===== config.mk =====
export PLATFORM = sky130hd
export DESIGN_NAME = axi_lite_host_initiator
export DESIGN_NICKNAME = d
export VERILOG_FILES = /design/src/rtl/axi_lite_host_initiator.sv
export SDC_FILE = /design/constraint.sdc
export NUM_CORES = 1
export LEC_CHECK = 0
export BUFFER_PORTS_ARGS = -buffer_cell sky130_fd_sc_hd__buf_4
export CAP_MARGIN = 20
export CORE_AREA = 5 5 208 210
export DETAILED_ROUTE_END_ITERATION = 6
export DIE_AREA = 0 0 213 215
export PLACE_DENSITY = 0.47
export SKIP_LAST_GASP = 1
export SYNTH_ARGS = -nofsm -noshare
export SYNTH_HDL_FRONTEND = slang
export SYNTH_SLANG_ARGS = --single-unit

===== constraint.sdc =====
create_clock -name clk_i -period 1.9 [get_ports clk_i]
set_clock_uncertainty 0.05 [all_clocks]
set_input_delay 0.285 -clock clk_i [delete_from_list [all_inputs] [get_ports clk_i]]
set_output_delay 0.285 -clock clk_i [all_outputs]
set_load 0.01 [all_outputs]

===== src/rtl/axi_lite_host_initiator.sv =====
// ---------------------------------------------------------------------------
// axi_lite_host_initiator
//
// Turns a simple command/response handshake into single-beat AXI4 read and
// write transactions. It is used by the test harness to drive the cluster's
// narrow slave port, so the bench can preload memory, poke peripherals and
// read back results. Only one transaction is ever in flight.
//
// Ports:
//   clk_i, rst_ni            clock, asynchronous active-low reset
//   cmd_valid_i/cmd_ready_o  command handshake (ready only while idle)
//   cmd_write_i              1 = write, 0 = read
//   cmd_addr_i               byte address, forwarded unmodified
//   cmd_wdata_i/cmd_strb_i   write data and byte strobes
//   rsp_valid_o/rsp_ready_i  response handshake
//   rsp_rdata_o              read data (0 for writes)
//   rsp_resp_o               BRESP / RRESP of the completed transaction
//   protocol_err_o           sticky: B/R with a foreign ID, or R with last=0
//   axi_req_o / axi_rsp_i    AXI4 request / response structs
// ---------------------------------------------------------------------------
package axi_lite_host_initiator_pkg;
    typedef struct packed {
        logic [5:0]  id;
        logic [47:0] addr;
        logic [7:0]  len;
        logic [2:0]  size;
        logic [1:0]  burst;
        logic        lock;
        logic [3:0]  cache;
        logic [2:0]  prot;
        logic [3:0]  qos;
        logic [3:0]  region;
        logic [5:0]  atop;
        logic [0:0]  user;
    } aw_chan_t;

    typedef struct packed {
        logic [63:0] data;
        logic [7:0]  strb;
        logic        last;
        logic [0:0]  user;
    } w_chan_t;

    typedef struct packed {
        logic [5:0] id;
        logic [1:0] resp;
        logic [0:0] user;
    } b_chan_t;

    typedef struct packed {
        logic [5:0]  id;
        logic [47:0] addr;
        logic [7:0]  len;
        logic [2:0]  size;
        logic [1:0]  burst;
        logic        lock;
        logic [3:0]  cache;
        logic [2:0]  prot;
        logic [3:0]  qos;
        logic [3:0]  region;
        logic [0:0]  user;
    } ar_chan_t;

    typedef struct packed {
        logic [5:0]  id;
        logic [63:0] data;
        logic [1:0]  resp;
        logic        last;
        logic [0:0]  user;
    } r_chan_t;

    typedef struct packed {
        aw_chan_t aw;
        logic     aw_valid;
        w_chan_t  w;
        logic     w_valid;
        logic     b_ready;
        ar_chan_t ar;
        logic     ar_valid;
        logic     r_ready;
    } axi_req_t;

    typedef struct packed {
        logic     aw_ready;
        logic     ar_ready;
        logic     w_ready;
        logic     b_valid;
        b_chan_t  b;
        logic     r_valid;
        r_chan_t  r;
    } axi_rsp_t;
endpackage

module axi_lite_host_initiator #(
    parameter int unsigned AxiAddrWidth = 48,
    parameter int unsigned AxiDataWidth = 64,
    parameter int unsigned AxiIdWidth   = 6,
    parameter int unsigned AxiUserWidth = 1,
    parameter int unsigned AxiId        = 0,
    parameter type req_t = axi_lite_host_initiator_pkg::axi_req_t,
    parameter type rsp_t = axi_lite_host_initiator_pkg::axi_rsp_t
) (
    input  logic                      clk_i,
    input  logic                      rst_ni,
    input  logic                      cmd_valid_i,
    output logic                      cmd_ready_o,
    input  logic                      cmd_write_i,
    input  logic [AxiAddrWidth-1:0]   cmd_addr_i,
    input  logic [AxiDataWidth-1:0]   cmd_wdata_i,
    input  logic [AxiDataWidth/8-1:0] cmd_strb_i,
    output logic                      rsp_valid_o,
    input  logic                      rsp_ready_i,
    output logic [AxiDataWidth-1:0]   rsp_rdata_o,
    output logic [1:0]                rsp_resp_o,
    output logic                      protocol_err_o,
    output req_t                      axi_req_o,
    input  rsp_t                      axi_rsp_i
);
    localparam int unsigned StrbWidth = AxiDataWidth / 8;
    localparam logic [2:0]  AxSize    = 3'($clog2(StrbWidth));
    localparam logic [1:0]  BurstIncr = 2'b01;
    localparam logic [AxiIdWidth-1:0] OwnId = AxiIdWidth'(AxiId);

    typedef enum logic [2:0] {
        IDLE,
        WRITE,
        WAIT_B,
        READ_AR,
        WAIT_R,
        RESP
    } state_e;

    state_e                  state_q, state_d;
    logic                    aw_done_q, aw_done_d;
    logic                    w_done_q, w_done_d;
    req_t                    axi_req_q, axi_req_d;
    logic [AxiDataWidth-1:0] rsp_rdata_q, rsp_rdata_d;
    logic [1:0]              rsp_resp_q, rsp_resp_d;
    logic                    protocol_err_q, protocol_err_d;

    logic cmd_hs;
    logic aw_hs;
    logic w_hs;

    assign cmd_ready_o = (state_q == IDLE);
    assign cmd_hs      = cmd_valid_i && cmd_ready_o;
    assign aw_hs       = axi_req_q.aw_valid && axi_rsp_i.aw_ready;
    assign w_hs        = axi_req_q.w_valid && axi_rsp_i.w_ready;

    always_comb begin
        state_d        = state_q;
        aw_done_d      = aw_done_q;
        w_done_d       = w_done_q;
        axi_req_d      = axi_req_q;
        rsp_rdata_d    = rsp_rdata_q;
        rsp_resp_d     = rsp_resp_q;
        protocol_err_d = protocol_err_q;

        unique case (state_q)
            IDLE: begin
                if (cmd_hs) begin
                    // Payload is captured once here and held untouched until
                    // the next accept, which keeps it stable while valid.
                    axi_req_d.aw.id    = OwnId;
                    axi_req_d.aw.addr  = cmd_addr_i;
                    axi_req_d.aw.len   = '0;
                    axi_req_d.aw.size  = AxSize;
                    axi_req_d.aw.burst = BurstIncr;
                    axi_req_d.aw.user  = AxiUserWidth'(0);
                    axi_req_d.ar.id    = OwnId;
                    axi_req_d.ar.addr  = cmd_addr_i;
                    axi_req_d.ar.len   = '0;
                    axi_req_d.ar.size  = AxSize;
                    axi_req_d.ar.burst = BurstIncr;
                    axi_req_d.ar.user  = AxiUserWidth'(0);
                    axi_req_d.w.data   = cmd_wdata_i;
                    axi_req_d.w.strb   = cmd_strb_i;
                    axi_req_d.w.last   = 1'b1;
                    axi_req_d.w.user   = AxiUserWidth'(0);
                    aw_done_d          = 1'b0;
                    w_done_d           = 1'b0;
                    state_d            = cmd_write_i ? WRITE : READ_AR;
                end
            end
            WRITE: begin
                // AW and W complete independently, in either order.
                aw_done_d = aw_done_q | aw_hs;
                w_done_d  = w_done_q | w_hs;
                if (aw_done_d && w_done_d) begin
                    aw_done_d = 1'b0;
                    w_done_d  = 1'b0;
                    state_d   = WAIT_B;
                end
            end
            WAIT_B: begin
                if (axi_rsp_i.b_valid) begin
                    rsp_resp_d  = axi_rsp_i.b.resp;
                    rsp_rdata_d = '0;
                    if (axi_rsp_i.b.id != OwnId) begin
                        protocol_err_d = 1'b1;
                    end
                    state_d = RESP;
                end
            end
            READ_AR: begin
                // ar_valid is registered high for the whole of READ_AR.
                if (axi_rsp_i.ar_ready) begin
                    state_d = WAIT_R;
                end
            end
            WAIT_R: begin
                if (axi_rsp_i.r_valid) begin
                    rsp_rdata_d = axi_rsp_i.r.data;
                    rsp_resp_d  = axi_rsp_i.r.resp;
                    if ((axi_rsp_i.r.id != OwnId) || !axi_rsp_i.r.last) begin
                        protocol_err_d = 1'b1;
                    end
                    state_d = RESP;
                end
            end
            RESP: begin
                if (rsp_ready_i) begin
                    state_d = IDLE;
                end
            end
            default: state_d = IDLE;
        endcase

        // Handshake signals are registered from the next state so they come
        // straight off flops and drop to zero on reset.
        axi_req_d.aw_valid = (state_d == WRITE) && !aw_done_d;
        axi_req_d.w_valid  = (state_d == WRITE) && !w_done_d;
        axi_req_d.ar_valid = (state_d == READ_AR);
        axi_req_d.b_ready  = (state_d == WAIT_B);
        axi_req_d.r_ready  = (state_d == WAIT_R);
    end

    always_ff @(posedge clk_i or negedge rst_ni) begin
        if (!rst_ni) begin
            state_q        <= IDLE;
            aw_done_q      <= 1'b0;
            w_done_q       <= 1'b0;
            axi_req_q      <= '0;
            rsp_rdata_q    <= '0;
            rsp_resp_q     <= '0;
            protocol_err_q <= 1'b0;
        end else begin
            state_q        <= state_d;
            aw_done_q      <= aw_done_d;
            w_done_q       <= w_done_d;
            axi_req_q      <= axi_req_d;
            rsp_rdata_q    <= rsp_rdata_d;
            rsp_resp_q     <= rsp_resp_d;
            protocol_err_q <= protocol_err_d;
        end
    end

    assign axi_req_o      = axi_req_q;
    assign rsp_valid_o    = (state_q == RESP);
    assign rsp_rdata_o    = rsp_rdata_q;
    assign rsp_resp_o     = rsp_resp_q;
    assign protocol_err_o = protocol_err_q;

    // User fields of the responses carry nothing this initiator acts on.
    logic unused_rsp_user;
    assign unused_rsp_user = ^{axi_rsp_i.b.user, axi_rsp_i.r.user};

endmodule


==> results of run 1 <==
-- per-layer routing --
layer	global-route usage, %	share of wire [%]	up-vias
met3	3.56	7.8	34
met5	0	0	-
met4	4.78	2.3	0
li1	-	-	3994
met1	14.9	39	3720
met2	23.3	51	311
-- per-stage QoR --
| step | total power, mW | std cells | setup WS (ns) | hold slack [ns] |
|---|---|---|---|---|
| floorplan | 12.4 | 1051 | 0.390 | -0.0606 |
| global placement | 17.2 | 1904 | 0.0873 | 0.244 |
| detailed placement | 17.3 | 1904 | 0.102 | 0.241 |
| CTS | 21.9 | 2110 | 0.0574 | 0.0000161 |
| global route | 23.0 | 2110 | 0.0160 | 0.0161 |
| finish | 21.5 | 2111 | 0.120 | 0.0442 |
-- worst register-to-register path: stages (launching register included) --
cell and delay, ns:
dfrtp_1 0.59, nand3b_1 0.20, a21o_4 0.31, nand4_2 0.23, nor4b_2 0.21
-- final cells by class --
type / instances / area (sq um) / area share (%)
clock inverters: 15 / 241 / 1.64
diodes: 1 / 2.50 / 0.0170
multi-input cells: 675 / 2820 / 19.2
inverters: 1 / 3.75 / 0.0255
repair buffers: 665 / 5600 / 38.0
well taps: 539 / 674 / 4.58
flip-flops and latches: 198 / 4960 / 33.7
clock buffers: 17 / 425 / 2.89
-- power breakdown --
group	switching, mW	internal, mW
logic	5.01	4.82
clock network	1.80	2.38
registers	1.27	6.17
total	8.09	13.4
-- cell families (layout without fill, tap and decap cells) --
group | after synthesis | in the layout | synth area share [%]
simple gates | 522 | 522 | 23.8
flops | 198 | 198 | 56.5
buf+inv | 178 | 698 | 14.7
compound gates | 78 | 78 | 4.77
mux | 2 | 2 | 0.228
other cells | 1 | 74 | 0.0428
-- placed cells by master (no fill, tap or decap), drive strengths merged --
master and instances:
nand2 495, buf 490, dfrtp 198, dlygate4sd3 174, conb 73, o21ai 69, clkbuf 18, inv 6
bufinv 5, nor3b 5, nand2b 3, a21oi 3, nor2b 3, clkinvlp 3, nor4b 3, nor3 3
nor2 2, nand3b 2, a311o 2, o2bb2ai 2, mux2i 2, clkinv 2, and2 2, diode 1
a21o 1, nand4 1, nand3 1, or3b 1, o211ai 1, or4 1
-- what timing repair did --
item	CTS	global route
hold buffers	174	0
resized for setup	1	0
endpoints found under the hold margin	206	0
endpoints found under the setup margin	1	0
-- worst paths after layout --
path,start,end,slack [ns],cells after the start
setup / recovery,state_q[2],cmd_ready_o,0.12,3
hold / removal,axi_rsp_i[28],rsp_rdata_o[24],0.04,3
setup reg to reg,state_q[2],axi_req_o[162],0.19,4
hold reg to reg,axi_req_o[131],axi_req_o[131],0.43,2
max in group asynchronous,rst_ni,axi_req_o[131],0.89,3
min in group asynchronous,rst_ni,axi_req_o[137],0.31,2
-- registers in the layout (all words and copies together) (netlist names) --
register / count
aw_done_q: 1
axi_req_o: 126
protocol_err_o: 1
rsp_rdata_o: 64
rsp_resp_o: 2
state_q: 3
w_done_q: 1
==> run metrics, run 1 <==
outcome=completed; CP max FO=10; DRC Markers=0; die width=213 um; Vias=around 8000; Post CTS Setup Buffer Count=0; CP startpoint kind=flop; Top FF cell, synth=dfrtp_1; Hold Crit Class=primary input to flop; number of buffers and inverters on the critical path=2; share of cells above drive strength 1=34.0%; number of flops mapped to enable cells by yosys=0; Final Core Density=a little over a third; CP peak stage delay=0.52 ns; static leakage=around 7.6 nW; Max Slew Vio Count=0; most instantiated cells after synthesis=nand2_1, dfrtp_1, buf_4; hpwl dp=22.9 mm; crit path time final=1.78 ns; YS warnings=0; Worst-path clk slew=approximately 0.070 ns; Nets=approximately 1800; Die Ht=215 um; # IOs=~540; gr ovfl total=0; Setup TNS=0 ns; Critical Path RT=approximately 1.6 ns; Synth cell types=33; final hold violations=0; synthesis-to-finish area growth=67.9%; pin count of the biggest net entering global routing=82; GPL Wtd Cong=slightly below 0.8; Crit path max-delay family=flip-flops; die area=approximately 46000 sq um; CTS tree=yes; Worst Path Arrival=1.44 ns; Starting Density=21.2%; Core ar.=41400 sq um; Root Buffer=clkbuf_16; fmax=562 MHz; leading area contributor after synthesis=dfrtp_1; period utilisation layout=93.7%; Final setup viols=0; register area share after synthesis=a little under three fifths; Iter 0 DRT Violations=approximately 360; Area after DPL=12300 sq um; largest cells by area after synthesis=dfrtp_1, nand2_1, buf_4, o21ai_0, buf_6; # rows=75; Mapped Area=8770 sq um; clock sink count=198; Skew-Pair Late Insertion Delay=between 0.4 and 0.5 ns; number of global-route vias before repair=8300; H-tree depth=4; WL final=31.0 mm; pwr dens=1460 nW/um^2; count leader, synth=nand2_1; vias per cell=3.82; router iterations before antenna repair=4; Critical-path top delay cell=dfrtp_1; Final ANT Viol Nets=0; Syn Area/Cell=8.96 sq um; critical path class=flop to primary output; proportion of netlist area held by the largest area contributor=56.5%; worst path cell trace=nor3_4 -> buf_4 -> buf_4; most frequent CP cell=buf_4; maxcap violations=0; fill count=4237; final instance area=around 15000 sq um; input/output buffers=~460; clock buffer count from CTS=17; Synth Register Bits=198; RSZ-0062 raised after global routing=no; first-pass GRT wire length=47.1 mm; Bufs on Longest Clock Path=2; DR WL/cell=14.7 um; Crit. End Element=primary output; ys async rst share=100%; GRT Util Overall=around an eighth; Post-Synthesis Cells=979; Max VDD drop=between 0.0006 and 0.0007 V; initial antenna violation count=0
(Power assumes the default switching activity.)
==> inputs of run 2 (changes only) <==
Settings changed: ABC_AREA from default to 1, CORE_AREA 5 5 208 210 to 5 5 202 204, DIE_AREA 0 0 213 215 to 0 0 207 209, PLACE_DENSITY 0.47 to 0.49.
==> run 2 against run 1 <==
Compared with the run above: flip-flop and latch count unchanged; clock power decreased by 5.7%; core utilization increased by 2.3 points; critical path depth increased by 1; wire length increased by 5.3%; first-iteration DRC count increased by 61%; sequential power decreased by 4.8%; combinational power decreased by 11%; worst setup slack improved by 0.016 ns; critical path type unchanged; global-route usage increased by 1.6 points.
==> run metrics, run 2 <==
Synth cell types=23; outcome=completed; proportion of netlist area held by the largest area contributor=56.2%; number of flops mapped to enable cells by yosys=0; Top Layer Used=met4; Critical-path top delay cell=dfrtp_1; clock group share of total power=20.0%; met3 routed WL=2.33 mm; CP startpoint kind=flop; Area after DPL=12300 sq um; Crit. End Element=primary output; count leader, synth=nand2_1; RSZ-0062 raised after global routing=no; Die Ht=209 um; Final Core Density=37.9%; Final ANT Viol Nets=0; leading area contributor after synthesis=dfrtp_1; GPL Wtd Cong=0.783; commonest non-fill, non-tap cell in the layout=buf_4; clock buffer count from CTS=17; Switch Pwr=7.37 mW; Nets=1814; # IOs=535; most instantiated cells after synthesis=nand2_1, dfrtp_1, buf_4; max FFs per register=around 130; Critical Path RT=1.56 ns; Final setup viols=0; final instance area=14800 sq um; Mapped Area=around 9000 sq um; Skew-Pair Late Insertion Delay=0.46 ns; Worst-path clk slew=0.07 ns; DR WL/cell=15.3 um; Crit path max-delay family=flip-flops; CP max FO=7; commonest non-fill, non-tap cells in the layout=buf_4, nand2_1, dfrtp_1, dlygate4sd3_1, nand3_1; WL final=approximately 33 mm; GRT Util Overall=14.7%; hold slack=0.0388 ns; pin count of the biggest net entering global routing=70; Worst Path Arrival=1.43 ns; maxcap violations=0; Max VDD drop=0.000656 V; pwr dens=roughly 1300 nW/um^2; initial antenna violation count=2; period utilisation layout=~93%; Comb pwr share=between 40% and 50%; die width=207 um; register area share after synthesis=56.2%; Hold Crit Class=primary input to flop; share of cells above drive strength 1=between 30% and 40%; P_int=12.4 mW; Max Slew Vio Count=0; Synth Register Bits=slightly below 200; number of global-route vias before repair=about 8900; Syn Area/Cell=8.66 sq um; router iterations before antenna repair=5; Starting Density=a little under a quarter; vias per cell=4.00; Post-Synthesis Cells=1019; Vias=8574; WL met1=13.0 mm; largest cells by area after synthesis=dfrtp_1, nand2_1, buf_4, nand3_1, buf_2; Iter 0 DRT Violations=574; ys async rst share=100%; static leakage=8.11 nW; gr ovfl total=0; critical path class=flop to primary output; crit path time final=1.76 ns; number of buffers and inverters on the critical path=2; Setup TNS=0 ns; clock sink count=198; YS warnings=0; Net Sw Frac=a little under two fifths; final hold violations=0; # rows=73; Bufs on Longest Clock Path=2; Root Buffer=clkbuf_16; CTS tree=yes; worst path cell trace=nor2_2 -> nand2_1 -> inv_1 -> buf_4; DRC Markers=0; share of power burned in registers=35.9%; hpwl dp=23.7 mm; H-tree depth=4; CP peak stage delay=0.46 ns; first-pass GRT wire length=~51 mm; input/output buffers=459; die area=roughly 43000 sq um; Met2 Wirelength=16.5 mm; fmax=567 MHz; synthesis-to-finish area growth=67.9%; Top FF cell, synth=dfrtp_1; Core ar.=39100 sq um
-- run 2: changes by cell type in the layout (fill, tap and decap cells not counted), moves of 5 or more --
cell,change
nand2_1,-46
nor2_1,+21
o21ai_1,-6
o21ai_0,-60
dlygate4sd3_1,+10
nand4_1,+5
nand3_1,+130
inv_1,+11
-- run 2: worst min-delay path, delay by kind of cell --
| family | cells | cell delay (ns) |
|---|---|---|
| AND/OR/NAND/NOR | 1 | 0.05 |
| AO/OA/AOI/OAI | 1 | 0.07 |
| buffers and inverters | 1 | 0.11 |
-- run 2: stage by stage --
step	std cells	power, mW	setup WS (ns)
finish	2141	19.8	0.136
global route	2141	21.1	0.0207
CTS	2139	20.1	0.0252
detailed placement	1923	15.7	0.192
global placement	1923	15.6	0.207
floorplan	1091	11.3	0.459
-- run 2: final cells by class --
class                   instances  area (sq um)
multi-input cells             696          2830
repair buffers                672          5670
fillers                      3942         24300
diodes                          2          5.00
flip-flops and latches        198          4960
well taps                     525           657
clock inverters                12           176
clock buffers                  20           447
inverters                      16          62.6
-- run 2: worst paths after layout --
path                                from              end  slack, ns  cells after the start
max                           state_q[1]      cmd_ready_o       0.14                      4
max in group asynchronous         rst_ni  rsp_rdata_o[53]       0.82                      3
min reg2reg                axi_req_o[97]    axi_req_o[97]       0.42                      2
max reg2reg                   state_q[1]   axi_req_o[135]       0.20                      8
min                        axi_rsp_i[76]    rsp_resp_o[0]       0.04                      3
min in group asynchronous         rst_ni  rsp_rdata_o[10]       0.29                      2
-- run 2: power groups by stage --
stage          sequential (mW)  clock [mW]  combinational, mW
6_report                  7.09        3.94               8.71
4_1_cts                   7.08        4.10               8.88
3_5_place_dp              7.14           0               8.56
2_1_floorplan             7.74           0               3.57
3_3_place_gp              7.08           0               8.53
5_1_grt                   7.31        4.26               9.58
-- run 2: cell families after synthesis --
logic type	share of synthesized area (%)
AND/OR/NAND/NOR	28.3
flip-flops	56.2
buffers and inverters	14.9
AO/OA/AOI/OAI	0.610
other	0.0425
-- run 2: metal layers --
metal | up-vias | track usage (%)
li1 | 4147 | -
met1 | 4028 | 17.3
met2 | 355 | 25.2
met3 | 44 | 4.74
met4 | 0 | 5.29
met5 | - | 0
-- run 2: what timing repair did --
| action | CTS | global route |
|---|---|---|
| hold buffers | 184 | 0 |
| endpoints found under the setup margin | 0 | 4 |
| setup buffers | 0 | 0 |
| hold endpoints to repair | 221 | 0 |
| gates resized for setup | 0 | 2 |
